<file path="config.mk">
export PLATFORM = sky130hd
export DESIGN_NAME = fifo_status_led_ctrl
export DESIGN_NICKNAME = d
export VERILOG_FILES = /design/src/rtl/fifo_status_led_pkg.sv /design/src/rtl/fifo_status_led_sync.sv /design/src/rtl/led_pulse_stretch.sv /design/src/rtl/fifo_status_led_ctrl.sv
export SDC_FILE = /design/constraint.sdc
export NUM_CORES = 1
export LEC_CHECK = 0
export CORE_ASPECT_RATIO = 0.5
export CORE_UTILIZATION = 37
export DETAILED_ROUTE_END_ITERATION = 10
export DONT_BUFFER_PORTS = 1
export HOLD_SLACK_MARGIN = 0.02
export MAX_ROUTING_LAYER = met4
export PLACE_DENSITY = 0.57
export SLEW_MARGIN = 15
export SYNTH_ARGS = -nofsm -noshare
export SYNTH_HDL_FRONTEND = slang
export SYNTH_SLANG_ARGS = --single-unit
export TNS_END_PERCENT = 50
</file>
<file path="constraint.sdc">
create_clock -name led_clk -period 2.2 [get_ports led_clk]
set_input_delay 0.22 -clock led_clk [delete_from_list [all_inputs] [get_ports led_clk]]
set_output_delay 0.22 -clock led_clk [all_outputs]
set_load 0.01 [all_outputs]
</file>
<file path="src/rtl/fifo_status_led_pkg.sv">
// Shared types and default constants for the FIFO status LED controller.
// The SIM_* values shrink every timer so a simulation finishes in a few thousand cycles.
package fifo_status_led_pkg;

    typedef enum logic {
        ST_RUN   = 1'b0,
        ST_FAULT = 1'b1
    } fault_state_t;

    localparam int DEF_SYNC_STAGE     = 2;
    localparam int DEF_CNT_WIDTH      = 20;
    localparam int DEF_FAST_WIDTH     = 17;
    localparam int DEF_STRETCH_CYCLES = 1000000;
    localparam int DEF_STRETCH_W      = 20;

    localparam int SIM_CNT_WIDTH      = 2;
    localparam int SIM_FAST_WIDTH     = 1;
    localparam int SIM_STRETCH_CYCLES = 5;
    localparam int SIM_STRETCH_W      = 3;

    localparam logic [7:0] ERR_COUNT_MAX = 8'hFF;

    // Saturating increment so the error counter never wraps back to zero.
    function automatic logic [7:0] sat_inc8(input logic [7:0] value);
        return (value == ERR_COUNT_MAX) ? value : value + 8'd1;
    endfunction

endpackage

</file>
<file path="src/rtl/fifo_status_led_sync.sv">
// Generic multi-flop synchroniser for one asynchronous level input.
// RST_VAL lets idle-high inputs (push buttons) come out of reset without a false edge.
module fifo_status_led_sync #(
    parameter int   SYNC_STAGE = 2,
    parameter logic RST_VAL    = 1'b0
) (
    input  logic clk,
    input  logic rst,
    input  logic d,
    output logic q
);

    logic [SYNC_STAGE-1:0] r_chain;

    always_ff @(posedge clk or posedge rst) begin
        if (rst) begin
            r_chain <= {SYNC_STAGE{RST_VAL}};
        end else begin
            r_chain <= {r_chain[SYNC_STAGE-2:0], d};
        end
    end

    assign q = r_chain[SYNC_STAGE-1];

endmodule

</file>
<file path="src/rtl/led_pulse_stretch.sv">
// Keeps an LED lit for STRETCH_CYCLES extra cycles after its synchronised flag drops,
// so single-cycle FIFO full/empty events are still visible on the board.
module led_pulse_stretch #(
    parameter int STRETCH_CYCLES = 1000000,
    parameter int STRETCH_W      = 20
) (
    input  logic clk,
    input  logic rst,
    input  logic flag_s,
    output logic led
);

    logic [STRETCH_W-1:0] r_cnt;
    logic                 r_led;

    always_ff @(posedge clk or posedge rst) begin
        if (rst) begin
            r_cnt <= '0;
            r_led <= 1'b0;
        end else if (flag_s) begin
            r_cnt <= STRETCH_W'(STRETCH_CYCLES);
            r_led <= 1'b1;
        end else if (r_cnt != '0) begin
            r_cnt <= r_cnt - STRETCH_W'(1);
            r_led <= 1'b1;
        end else begin
            r_led <= 1'b0;
        end
    end

    assign led = r_led;

endmodule

</file>
<file path="src/rtl/fifo_status_led_ctrl.sv">
// Board LED controller for the FIFO demo: heartbeat, sticky fault indicator with
// push-button clear, stretched full/empty LEDs and a saturating fault-entry counter.
module fifo_status_led_ctrl
    import fifo_status_led_pkg::*;
#(
    parameter int SYNC_STAGE     = DEF_SYNC_STAGE,
    parameter int CNT_WIDTH      = DEF_CNT_WIDTH,
    parameter int FAST_WIDTH     = DEF_FAST_WIDTH,
    parameter int STRETCH_CYCLES = DEF_STRETCH_CYCLES,
    parameter int STRETCH_W      = DEF_STRETCH_W
) (
    input  logic       led_clk,
    input  logic       sys_rst,
    input  logic       pll_lock,
    input  logic       rdata_error_i,
    input  logic       fifo_full_i,
    input  logic       fifo_empty_i,
    input  logic       err_clr_n,
    output logic       led_blink,
    output logic       led_rdata_error,
    output logic       led_fifo_full,
    output logic       led_fifo_empty,
    output logic [7:0] err_count
);

    localparam int NUM_SYNC = 5;
    // Bit order: lock, error, full, empty, clear button (idle-high, so resets to 1).
    localparam logic [NUM_SYNC-1:0] SYNC_RST = 5'b10000;

    logic [NUM_SYNC-1:0] w_async;
    logic [NUM_SYNC-1:0] w_sync_s;
    logic                w_lock_s;
    logic                w_err_s;
    logic                w_full_s;
    logic                w_empty_s;
    logic                w_clr_n_s;

    assign w_async = {err_clr_n, fifo_empty_i, fifo_full_i, rdata_error_i, pll_lock};

    genvar gi;
    generate
        for (gi = 0; gi < NUM_SYNC; gi++) begin : g_sync
            fifo_status_led_sync #(
                .SYNC_STAGE (SYNC_STAGE),
                .RST_VAL    (SYNC_RST[gi])
            ) u_sync (
                .clk (led_clk),
                .rst (sys_rst),
                .d   (w_async[gi]),
                .q   (w_sync_s[gi])
            );
        end
    endgenerate

    assign w_lock_s  = w_sync_s[0];
    assign w_err_s   = w_sync_s[1];
    assign w_full_s  = w_sync_s[2];
    assign w_empty_s = w_sync_s[3];
    assign w_clr_n_s = w_sync_s[4];

    // Button falling edge, registered so the clear pulse is a clean single cycle.
    logic r_clr_d;
    logic r_clr_p;

    always_ff @(posedge led_clk or posedge sys_rst) begin
        if (sys_rst) begin
            r_clr_d <= 1'b1;
            r_clr_p <= 1'b0;
        end else begin
            r_clr_d <= w_clr_n_s;
            r_clr_p <= r_clr_d & ~w_clr_n_s;
        end
    end

    fault_state_t r_state;
    fault_state_t w_state_next;
    logic [7:0]   r_err_count;
    logic [7:0]   w_err_count_next;

    always_ff @(posedge led_clk or posedge sys_rst) begin
        if (sys_rst) begin
            r_state     <= ST_RUN;
            r_err_count <= '0;
        end else begin
            r_state     <= w_state_next;
            r_err_count <= w_err_count_next;
        end
    end

    // A clear that coincides with a still-active error is ignored.
    always_comb begin
        w_state_next     = r_state;
        w_err_count_next = r_err_count;
        case (r_state)
            ST_RUN: begin
                if (w_err_s) begin
                    w_state_next     = ST_FAULT;
                    w_err_count_next = sat_inc8(r_err_count);
                end
            end
            ST_FAULT: begin
                if (r_clr_p && !w_err_s) begin
                    w_state_next = ST_RUN;
                end
            end
            default: w_state_next = ST_RUN;
        endcase
    end

    logic [CNT_WIDTH-1:0] r_hb_cnt;
    logic                 r_blink;
    logic                 w_blink_tick;

    // Fault mode blinks from the low counter bits, i.e. much faster than the heartbeat.
    assign w_blink_tick = (r_state == ST_FAULT) ? (&r_hb_cnt[FAST_WIDTH-1:0]) : (&r_hb_cnt);

    always_ff @(posedge led_clk or posedge sys_rst) begin
        if (sys_rst) begin
            r_hb_cnt <= '0;
            r_blink  <= 1'b0;
        end else if (!w_lock_s) begin
            r_hb_cnt <= '0;
            r_blink  <= 1'b0;
        end else begin
            r_hb_cnt <= r_hb_cnt + CNT_WIDTH'(1);
            if (w_blink_tick) begin
                r_blink <= ~r_blink;
            end
        end
    end

    led_pulse_stretch #(
        .STRETCH_CYCLES (STRETCH_CYCLES),
        .STRETCH_W      (STRETCH_W)
    ) u_stretch_full (
        .clk    (led_clk),
        .rst    (sys_rst),
        .flag_s (w_full_s),
        .led    (led_fifo_full)
    );

    led_pulse_stretch #(
        .STRETCH_CYCLES (STRETCH_CYCLES),
        .STRETCH_W      (STRETCH_W)
    ) u_stretch_empty (
        .clk    (led_clk),
        .rst    (sys_rst),
        .flag_s (w_empty_s),
        .led    (led_fifo_empty)
    );

    assign led_blink       = r_blink;
    assign led_rdata_error = (r_state == ST_FAULT);
    assign err_count       = r_err_count;

endmodule

</file>
Word-level counts from Yosys, hierarchy flattened:

Index checks and enable logic that the tools add are counted.

* bits in registers: 84
* latch bits: 0
* RAM bits: 0
* ROM bits: 0
* input port bits: 7
* output and inout bits: 12
* logic and storage cells: 50
* memories: 0

* add/sub/neg operators: 4
* multipliers: 0
* div/mod/pow operators: 0
* magnitude comparators: 0
* equality and inequality tests: 2
* shifts and indexed selects: 0
* mux-type cells: 15
* bitwise logic cells: 5
* reduce and logical (&&, ||, !) cells: 9

Operators with widths (count)
* two-way mux 20 bit: 5
* nonzero test 20 bit: 2
* subtractor 20 x 1 -> 20 bit, second input constant: 2
* adder 20 x 1 -> 20 bit, second input constant: 1
* AND reduction 20 bit: 1
* AND reduction 17 bit: 1
* two-way mux 1 bit: 9
* adder 8 x 1 -> 8 bit, second input constant: 1
* == test 8 bit, second input constant: 1
* NOT 1 bit: 4
* nonzero test 2 bit: 2
* AND reduction 3 bit: 1
* inequality test 2 bit, second input constant: 1
* case mux 1 bit (2 select lines): 1
* bitwise AND 1 bit: 1
* logical AND 1 bit: 1
* logical NOT 1 bit: 1

Longest topological paths before layout:

Gate-level depths: netlist (run 1).

* depth after elaboration: 4
* depth in mapped cells: 10

Cells and area by module:

A second synthesis (run 1) with hierarchy kept.

* cell total of the unflattened synthesis: 413
* area total of the unflattened synthesis: 4130.2 µm²

By module, submodules not included
* led_pulse_stretch: times used 2, cells each 125, area an instance 1151.1 µm², seq. area each 525.5 µm²
* fifo_status_led_ctrl: times used 1, cells each 148, area an instance 1556.5 µm², seq. area each 802.0 µm²
* fifo_status_led_sync (g_sync[0].u_sync ...): times used 4, cells each 3, area an instance 53.8 µm², seq. area each 50.0 µm²
* fifo_status_led_sync (g_sync[4].u_sync): times used 1, cells each 3, area an instance 56.3 µm², seq. area each 52.6 µm²

Least setup slack after synthesis (run 1):

Ideal clock, no wire load.

* path type: register to register
* start: reg u_stretch_full.r_cnt[4]
* end: reg u_stretch_full.r_cnt[19]
* setup time: 0.124 ns
* arrival: 1.932 ns
* path slack: 0.144 ns
* stages on the path, launching flop included: 7
* buffers on the path: 1
* period minus slack after synthesis: 2.056 ns
* path through: dfrtp_1 > or4_4 > or4_1 > buf_2 > nor3_2 > xnor2_1 > nand2_1

* word-level cells in the longest chain between the ends: 3
* elaborated cells between the ends (all ways): 5
* classes of those cells: add/sub (1); mux (2); reduce/logical (2)

Ends and longest elaborated chain
* start, declared: RTL line led_pulse_stretch.sv:13 `logic [STRETCH_W-1:0] r_cnt;`
* start signal, assigned: RTL line led_pulse_stretch.sv:21 `r_cnt <= STRETCH_W'(STRETCH_CYCLES);`
* start signal, assigned: RTL line led_pulse_stretch.sv:24 `r_cnt <= r_cnt - STRETCH_W'(1);`
* subtractor 20 x 1 -> 20 bit: RTL line led_pulse_stretch.sv:24
* two-way mux 20 bit: RTL line led_pulse_stretch.sv:23 `end else if (r_cnt != '0) begin`
* two-way mux 20 bit: RTL line led_pulse_stretch.sv:20 `end else if (flag_s) begin`

Several ways; a longest one is shown, not always the timed one. The select of a mux whose other input is x is not followed.
A chain may end at the register's enable or synchronous reset.

Worst setup path after layout (run 1):

* start: reg u_stretch_empty.r_cnt[13]
* end: reg u_stretch_empty.r_cnt[19]

* word-level cells in the longest chain between the ends: 3
* elaborated cells between the ends (all ways): 5
* classes of those cells: add/sub (1); mux (2); reduce/logical (2)

Ends and longest elaborated chain (RTL line)
* start, declared: led_pulse_stretch.sv:13
* start signal, assigned: led_pulse_stretch.sv:21
* start signal, assigned: led_pulse_stretch.sv:24
* subtractor 20 x 1 -> 20 bit: led_pulse_stretch.sv:24
* two-way mux 20 bit: led_pulse_stretch.sv:23
* two-way mux 20 bit: led_pulse_stretch.sv:20

Several ways; a longest one is shown, not always the timed one. The select of a mux whose other input is x is not followed.

==> results of run 1 <==
==> per-stage QoR <==
stage | hold WS [ns] | cell area, um^2 | power [uW] | setup WS [ns] | util
after global routing | 0.357 | 4680 | 4020 | -0.0506 | 0.453
after global placement | 0.120 | 4220 | 2210 | 0.0970 | 0.408
after CTS | 0.351 | 4610 | 3890 | 0.0230 | 0.445
after floorplan | 0.224 | 4000 | 2100 | 0.144 | -
final | 0.346 | 4680 | 3820 | 0.101 | 0.453
after detailed placement | 0.128 | 4220 | 2230 | 0.0632 | 0.408
==> cells by family (layout without fill, tap and decap cells) <==
group           after synthesis  in the layout  share of synthesized area
xor+xnor                     46             46                      0.101
compound gates               38             38                     0.0599
flops                        84             84                      0.528
buf+inv                      21             49                     0.0216
simple gates                173            173                      0.257
mux                           4              4                     0.0107
fa+ha+maj                     7              7                     0.0219
==> state kept, by name (all words and copies together), names as in the netlist <==
| signal | count |
|---|---|
| u_stretch_full.led | 1 |
| err_count | 8 |
| led_rdata_error | 1 |
| led_blink | 1 |
| u_stretch_empty.r_cnt | 20 |
| u_stretch_full.r_cnt | 20 |
| r_hb_cnt | 20 |
| r_clr_d | 1 |
| r_clr_p | 1 |
| g_sync.u_sync.r_chain | 10 |
| u_stretch_empty.led | 1 |
==> layout make-up <==
cell class	instances	area, um^2	share of cell area
multi-input cells	268	1830	0.391
well taps	140	175	0.0374
repair buffers	24	209	0.0446
inverters	9	37.5	0.00801
flip-flops and latches	84	2110	0.450
clock inverters	6	87.6	0.0187
clock buffers	10	239	0.0510
==> timing repair <==
item                                    in CTS  in global routing
resized for setup                            0                  6
hold buffers                                 6                  0
setup buffers                                0                  6
endpoints found under the hold margin       23                  0
endpoints found under the setup margin       0                 11
==> power by group <==
group	leakage, uW	switching, uW	total [uW]	internal [uW]
clock	0.000162	592	1620	1020
sequential	0.00104	160	1820	1660
combinational	0.000735	199	390	191
==> routing by layer <==
metal | part of all wire | track usage | vias to the layer above
met5 | 0 | - | -
met4 | 0.020 | 0.0680 | 0
met3 | 0.030 | 0.0473 | 15
met2 | 0.49 | 0.243 | 30
met1 | 0.46 | 0.167 | 1355
li1 | - | - | 1346
==> worst paths after layout <==
path	start	slack (ns)	to
max in group asynchronous	sys_rst	1.16	r_hb_cnt[15]
min in group asynchronous	sys_rst	0.37	u_stretch_full.r_cnt[13]
worst min register to register	g_sync[3].u_sync.r_chain[0]	0.35	g_sync[3].u_sync.r_chain[1]
worst min-delay path	g_sync[3].u_sync.r_chain[0]	0.35	g_sync[3].u_sync.r_chain[1]
worst max-delay path	u_stretch_empty.r_cnt[13]	0.10	u_stretch_empty.r_cnt[19]
worst max register to register	u_stretch_empty.r_cnt[13]	0.10	u_stretch_empty.r_cnt[19]
==> critical path: cells and delay by family (launching register included) <==
| kind | cells | cell delay [ns] |
|---|---|---|
| xor+xnor | 1 | 0.15 |
| flops | 1 | 0.41 |
| compound gates | 1 | 0.48 |
| simple gates | 3 | 0.95 |
==> cell usage in the layout, fill, tap and decap left out, types with 6 or more instances in the layout <==
| cell | n |
|---|---|
| a21oi_1 | 14 |
| and2_1 | 21 |
| and3_1 | 10 |
| buf_4 | 15 |
| clkbuf_16 | 9 |
| dfrtp_1 | 81 |
| dlygate4sd3_1 | 6 |
| ha_1 | 7 |
| inv_1 | 8 |
| nand2_1 | 19 |
| nand2b_1 | 11 |
| nand3_1 | 18 |
| nor2_1 | 29 |
| nor3_1 | 6 |
| nor3_2 | 6 |
| nor4_1 | 10 |
| o21ai_0 | 7 |
| or3_1 | 8 |
| or4_1 | 7 |
| xnor2_1 | 37 |
| xor2_1 | 9 |
==> impl_results.md, run 1 <==
- Synth area leaders: dfrtp_1 (51%), xnor2_1 (8.1%), and2_1 (3.3%)
- Inserted Clock Buffers: 9
- Num ports: 19
- Number of synthesized register bits: 84
- Worst EP arrival: 2.32 ns
- Worst Setup Start Kind: register
- ANT nets after route: 0
- Pre-Repair DR Iteration Count: 4
- Post-Syn Nets: 387
- Post-synthesis cell type count: 50
- IO buf count: 0
- Reg clk slew, reported paths: about 0.06 ns
- Cells along the critical path: or4_4, a2111oi_1, nor4b_2, xnor2_1, nand2b_1
- Slowest CP cell: or4_4
- Hold/Removal Path Class: register to register
- Via count: 2746
- # diodes: 0
- Post-synth top area share: 0.508
- Gate Count Post-Synth: roughly 370
- Largest net degree at the start of global routing: 41
- Final min period: about 2.1 ns
- Gpl congestion: 0.816
- DP HPWL: between 4 and 5 mm
- Crit path largest cell delay: 0.59 ns
- Least-Margin Pin Slew: 0.592 ns
- R2R depth: 5
- Peak VDD IR: 0.361 mV
- Die X: 149 um
- H-tree levels: 3
- CP Data Required Time: about 2.4 ns
- WL final: 7.26 mm
- Setup violators final: 0
- Die footprint: 0.0112 mm^2
- Slew Limit Fails: 0
- Top post-synthesis cells by count: dfrtp_1 (81), xnor2_1 (37), nor2_1 (29), and2_1 (21), nand2_1 (19)
- DR iter-0 viols: 63
- Sequential element share of the synthesized area: 0.528
- Layout Nets: 410
- Max_slew headroom: 0.606
- Fin cells: 541
- Final Hold Viols: 0
- Final setup TNS: 0 ns
- Initial Util: 0.386
- Clock latency on the worst-skew pair: about 0.34 ns
- Drc violations: 0
- Initial antenna violation count: 0
- Synth area leader: dfrtp_1
- Fmax: 476 MHz
- Max-cap violation count: 0
- Average size of a mapped cell: approximately 11 um^2
- Die height: 75.4 um
- Crit Path Max Fanout: 5
- RSZ-0062 raised after global routing: true
- Routed via count divided by cell count: 5.08
- Static Leak: 0.00193 uW
- Deepest clock path buffer count: 2
- Fillcell total: 962
- Ratio of cells with drive above 1 in the final layout: 0.147
- CTS tree: done
- Ys async rst share: 1.00
- Floorplan Core Area: between 0.01 and 0.015 mm^2
- Synthesized area: 0.00399 mm^2
- CP endpoint kind: register
- Yosys Warn Count: 0
- GR Util All Layers: 0.147
- Most used DFF post-synth: dfrtp_1
- Clock sink total: 84
- # rows: 26
- CTS Root Cell: clkbuf_16
- First-pass GRT wire length: between 10 and 15 mm
- Status: complete, no violations
- Final period utilization: 0.954
- Layout Area Growth over Synthesis: 17.3%
- Most frequent cell after synthesis: dfrtp_1
- Setup Skew: 0.00863 ns
- Cell area power density: 817 mW/mm^2
- Routed wire per std cell: 13.4 um
- Hold Crit Depth: 0
- Vias in the first global route: 2724
- Grt ovf: 0
- Post-synth EDFFs: 0
- Dpl cells: 512
- Crit Path Class: register to register
Note: power is estimated with default switching activity, not from simulation.
==> inputs of run 2 (changes only) <==
CTS_CLUSTER_DIAMETER = 50   (was unset)
PLACE_DENSITY = 0.55   (was 0.57)
SYNTH_HIERARCHICAL = 1   (was unset)
clock period = 2.39 ns   (was 2.2 ns; I/O delays follow)
==> run 2 against run 1 <==
  * Clock power decreased by 14%
  * Register-to-register slack about the same
  * Largest cell class unchanged
  * Final cell count increased by 7.6%
  * Total power decreased by 9.6%
  * Largest power group unchanged
  * Critical path type unchanged
  * Synthesized cell count increased by 11%
  * Worst setup slack got worse by 0.0024 ns
==> impl_results.md, run 2 <==
- Final setup TNS: 0 ns
- Layout Nets: 451
- Synthesized-area fraction occupied by adder cells: 0.0212
- Sequential element share of the synthesized area: 0.510
- Gpl congestion: 0.788
- Most frequent cell after synthesis: dfrtp_1
- Synth area leader: dfrtp_1
- Synth Area in Compound Gates: 0.104
- Met3 wire len: 231 um
- # diodes: 0
- Sw Share: 0.269
- Drc violations: 0
- Cell area power density: between 700 and 800 mW/mm^2
- Clock power frac: 0.403
- Final Util: 0.455
- Final Hold Viols: 0
- Worst EP arrival: 2.51 ns
- Xor/xnor share of the synthesized area: 0.0276
- Final period utilization: 0.959
- Num ports: 19
- Fmax: 436 MHz
- Die footprint: 0.0116 mm^2
- Routed via count divided by cell count: 5.32
- Gate Count Post-Synth: 413
- Number of synthesized register bits: 84
- Via count: about 3100
- Floorplan Core Area: 0.0105 mm^2
- Synth area leaders: dfrtp_1 (49%), or4_1 (3.1%), or3_1 (3.0%)
- Post-synth EDFFs: 0
- CTS Root Cell: clkbuf_16
- Comb pwr share: 0.118
- H-tree levels: 3
- Vias in the first global route: 3017
- Average size of a mapped cell: ~10 um^2
- Multi-input gate area: 0.00190 mm^2
- Net Sw Power: 928 uW
- Inserted Clock Buffers: 9
- Peak VDD IR: 0.332 mV
- Static Leak: about 0.0019 uW
- Setup Skew: 0.0102 ns
- Worst Setup Start Kind: register
- RSZ-0062 raised after global routing: false
- First-pass GRT wire length: 15.0 mm
- Largest net degree at the start of global routing: 33
- GR Util All Layers: 0.170
- Post-synth top area share: 0.491
- Setup violators final: 0
- Commonest cells after routing, fill and taps aside: dfrtp_1 (81), nor2_1 (28), nand2_1 (27), o21ai_0 (24), buf_4 (23)
- Uppermost routed layer: met4
- Yosys Warn Count: 6
- Die height: 76.7 um
- Reg clk slew, reported paths: ~0.060 ns
- Crit Path Max Fanout: 8
- Clock sink total: between 80 and 90
- Ratio of cells with drive above 1 in the final layout: 0.143
- Deepest clock path buffer count: 2
- Crit Path Class: register to register
- Status: complete, no violations
- Mux cell area share after synthesis: 0.0285
- Most used DFF post-synth: dfrtp_1
- DRT met1 WL: 4.19 mm
- Clock latency on the worst-skew pair: 0.34 ns
- Ys async rst share: 1.00
- Least-Margin Pin Slew: between 0.8 and 0.9 ns
- Grt ovf: 0
- Register area: 0.00211 mm^2
- CP endpoint kind: register
- WL final: 8.37 mm
- CP Data Required Time: 2.61 ns
- IO buf count: 0
- Initial Util: 0.393
- Layout Area Growth over Synthesis: 15.9%
- Pre-Repair DR Iteration Count: 4
- Max-cap violation count: 0
- Largest regs: r_hb_cnt x20, u_stretch_empty/r_cnt x20, u_stretch_full/r_cnt x20
- Reg power frac: 0.478
- Largest family of logic cells by synthesized area: simple AND/OR/NAND/NOR gates
- Max_slew headroom: 0.424
- Final min period: 2.29 ns
- Most common cell after layout, fill and taps aside: dfrtp_1
- Post-Syn Nets: 427
- DR iter-0 viols: 128
- Slew Limit Fails: 0
- Die X: about 150 um
- # rows: 26
- WL met2: 3.87 mm
- CTS tree: done
- ANT nets after route: 0
- Hold/Removal Path Class: register to register
- Post CTS Setup Buffer Count: 0
- Top post-synthesis cells by count: dfrtp_1 (81), nor2_1 (28), nand2_1 (27), o21ai_0 (24), nand3_1 (22)
- Fillcell total: 1014
- Internal Power: 2530 uW
- Initial antenna violation count: 0
- Post-synthesis cell type count: 51
- Simple-gate share of the synthesized area: 0.276
- Routed wire per std cell: 14.4 um
- DP HPWL: approximately 5.6 mm
- Synthesized area: 0.00413 mm^2
run 2: changes by cell type after synthesis, sizes merged, moves of 8 or more:
cell	change
and2	-10
inv	+8
nand2b	-8
o21ai	+17
or3	+13
or4	+8
xnor2	-28
run 2: final cells by class:
| cell class | count | area share |
|---|---|---|
| Inverter | 19 | 0.0149 |
| Clock buffer | 10 | 0.0499 |
| Tap cell | 140 | 0.0366 |
| Multi-Input combinational cell | 294 | 0.397 |
| Clock inverter | 6 | 0.0133 |
| Sequential cell | 84 | 0.440 |
| Timing Repair Buffer | 29 | 0.0486 |
run 2: path summary, 6_finish.rpt:
path                                        startpoint                           to  slack [ns]  depth (start not counted)
max                            u_stretch_full/r_cnt[6]      u_stretch_full/r_cnt[0]         0.1                          4
min                        g_sync[2].u_sync/r_chain[0]  g_sync[2].u_sync/r_chain[1]        0.35                          0
max reg2reg                    u_stretch_full/r_cnt[6]      u_stretch_full/r_cnt[0]         0.1                          4
min reg2reg                g_sync[2].u_sync/r_chain[0]  g_sync[2].u_sync/r_chain[1]        0.35                          0
max in group asynchronous                      sys_rst     u_stretch_full/r_cnt[19]        1.14                          2
min in group asynchronous                      sys_rst  g_sync[0].u_sync/r_chain[1]        0.37                          2
run 2: cell families after synthesis:
family,Yosys count
AOI/OAI and AO/OA,69
muxes,11
xor gates and xnor gates,13
and+or+nand+nor,194
buffers and inverters,35
adders and majority gates,7
DFF,84
run 2: metrics by stage:
| stage | total power, uW | hold WS [ns] | std cells | setup WS, ns | area, um^2 |
|---|---|---|---|---|---|
| final | 3460 | 0.349 | 582 | 0.0985 | 4790 |
| after global routing | 3650 | 0.353 | 582 | 0.00328 | 4790 |
| after CTS | 3520 | 0.352 | 582 | 0.0504 | 4770 |
| after detailed placement | 2080 | -0.0146 | 560 | 0.0606 | 4410 |
| after global placement | 2070 | -0.0142 | 560 | 0.0965 | 4410 |
| after floorplan | 1940 | -0.0198 | 413 | 0.0461 | 4130 |
run 2: routing by layer:
| metal | up-vias | global-route usage |
|---|---|---|
| met5 | - | - |
| met4 | 0 | 0.0470 |
| met3 | 7 | 0.0464 |
| met2 | 31 | 0.252 |
| met1 | 1510 | 0.227 |
| li1 | 1546 | - |
run 2: worst max-delay path, cell delays in order, from the launching register on:
cell     delay (ns)
dfrtp_1        0.37
or4_4          0.53
or4_1          0.61
and3b_2        0.33
mux2_1         0.32
run 2: timing repair:
action                                  in CTS  in global routing
endpoints found under the hold margin       88                  0
hold buffers                                 6                  0
resized for setup                            0                  3
endpoints found under the setup margin       0                  6
run 2: power by group through the flow:
stage	clock network, uW	logic [uW]	registers (uW)
2_1_floorplan	0	283	1650
3_5_place_dp	0	402	1680
4_1_cts	1450	415	1650
6_report	1390	409	1650
3_3_place_gp	0	400	1670
5_1_grt	1510	466	1670
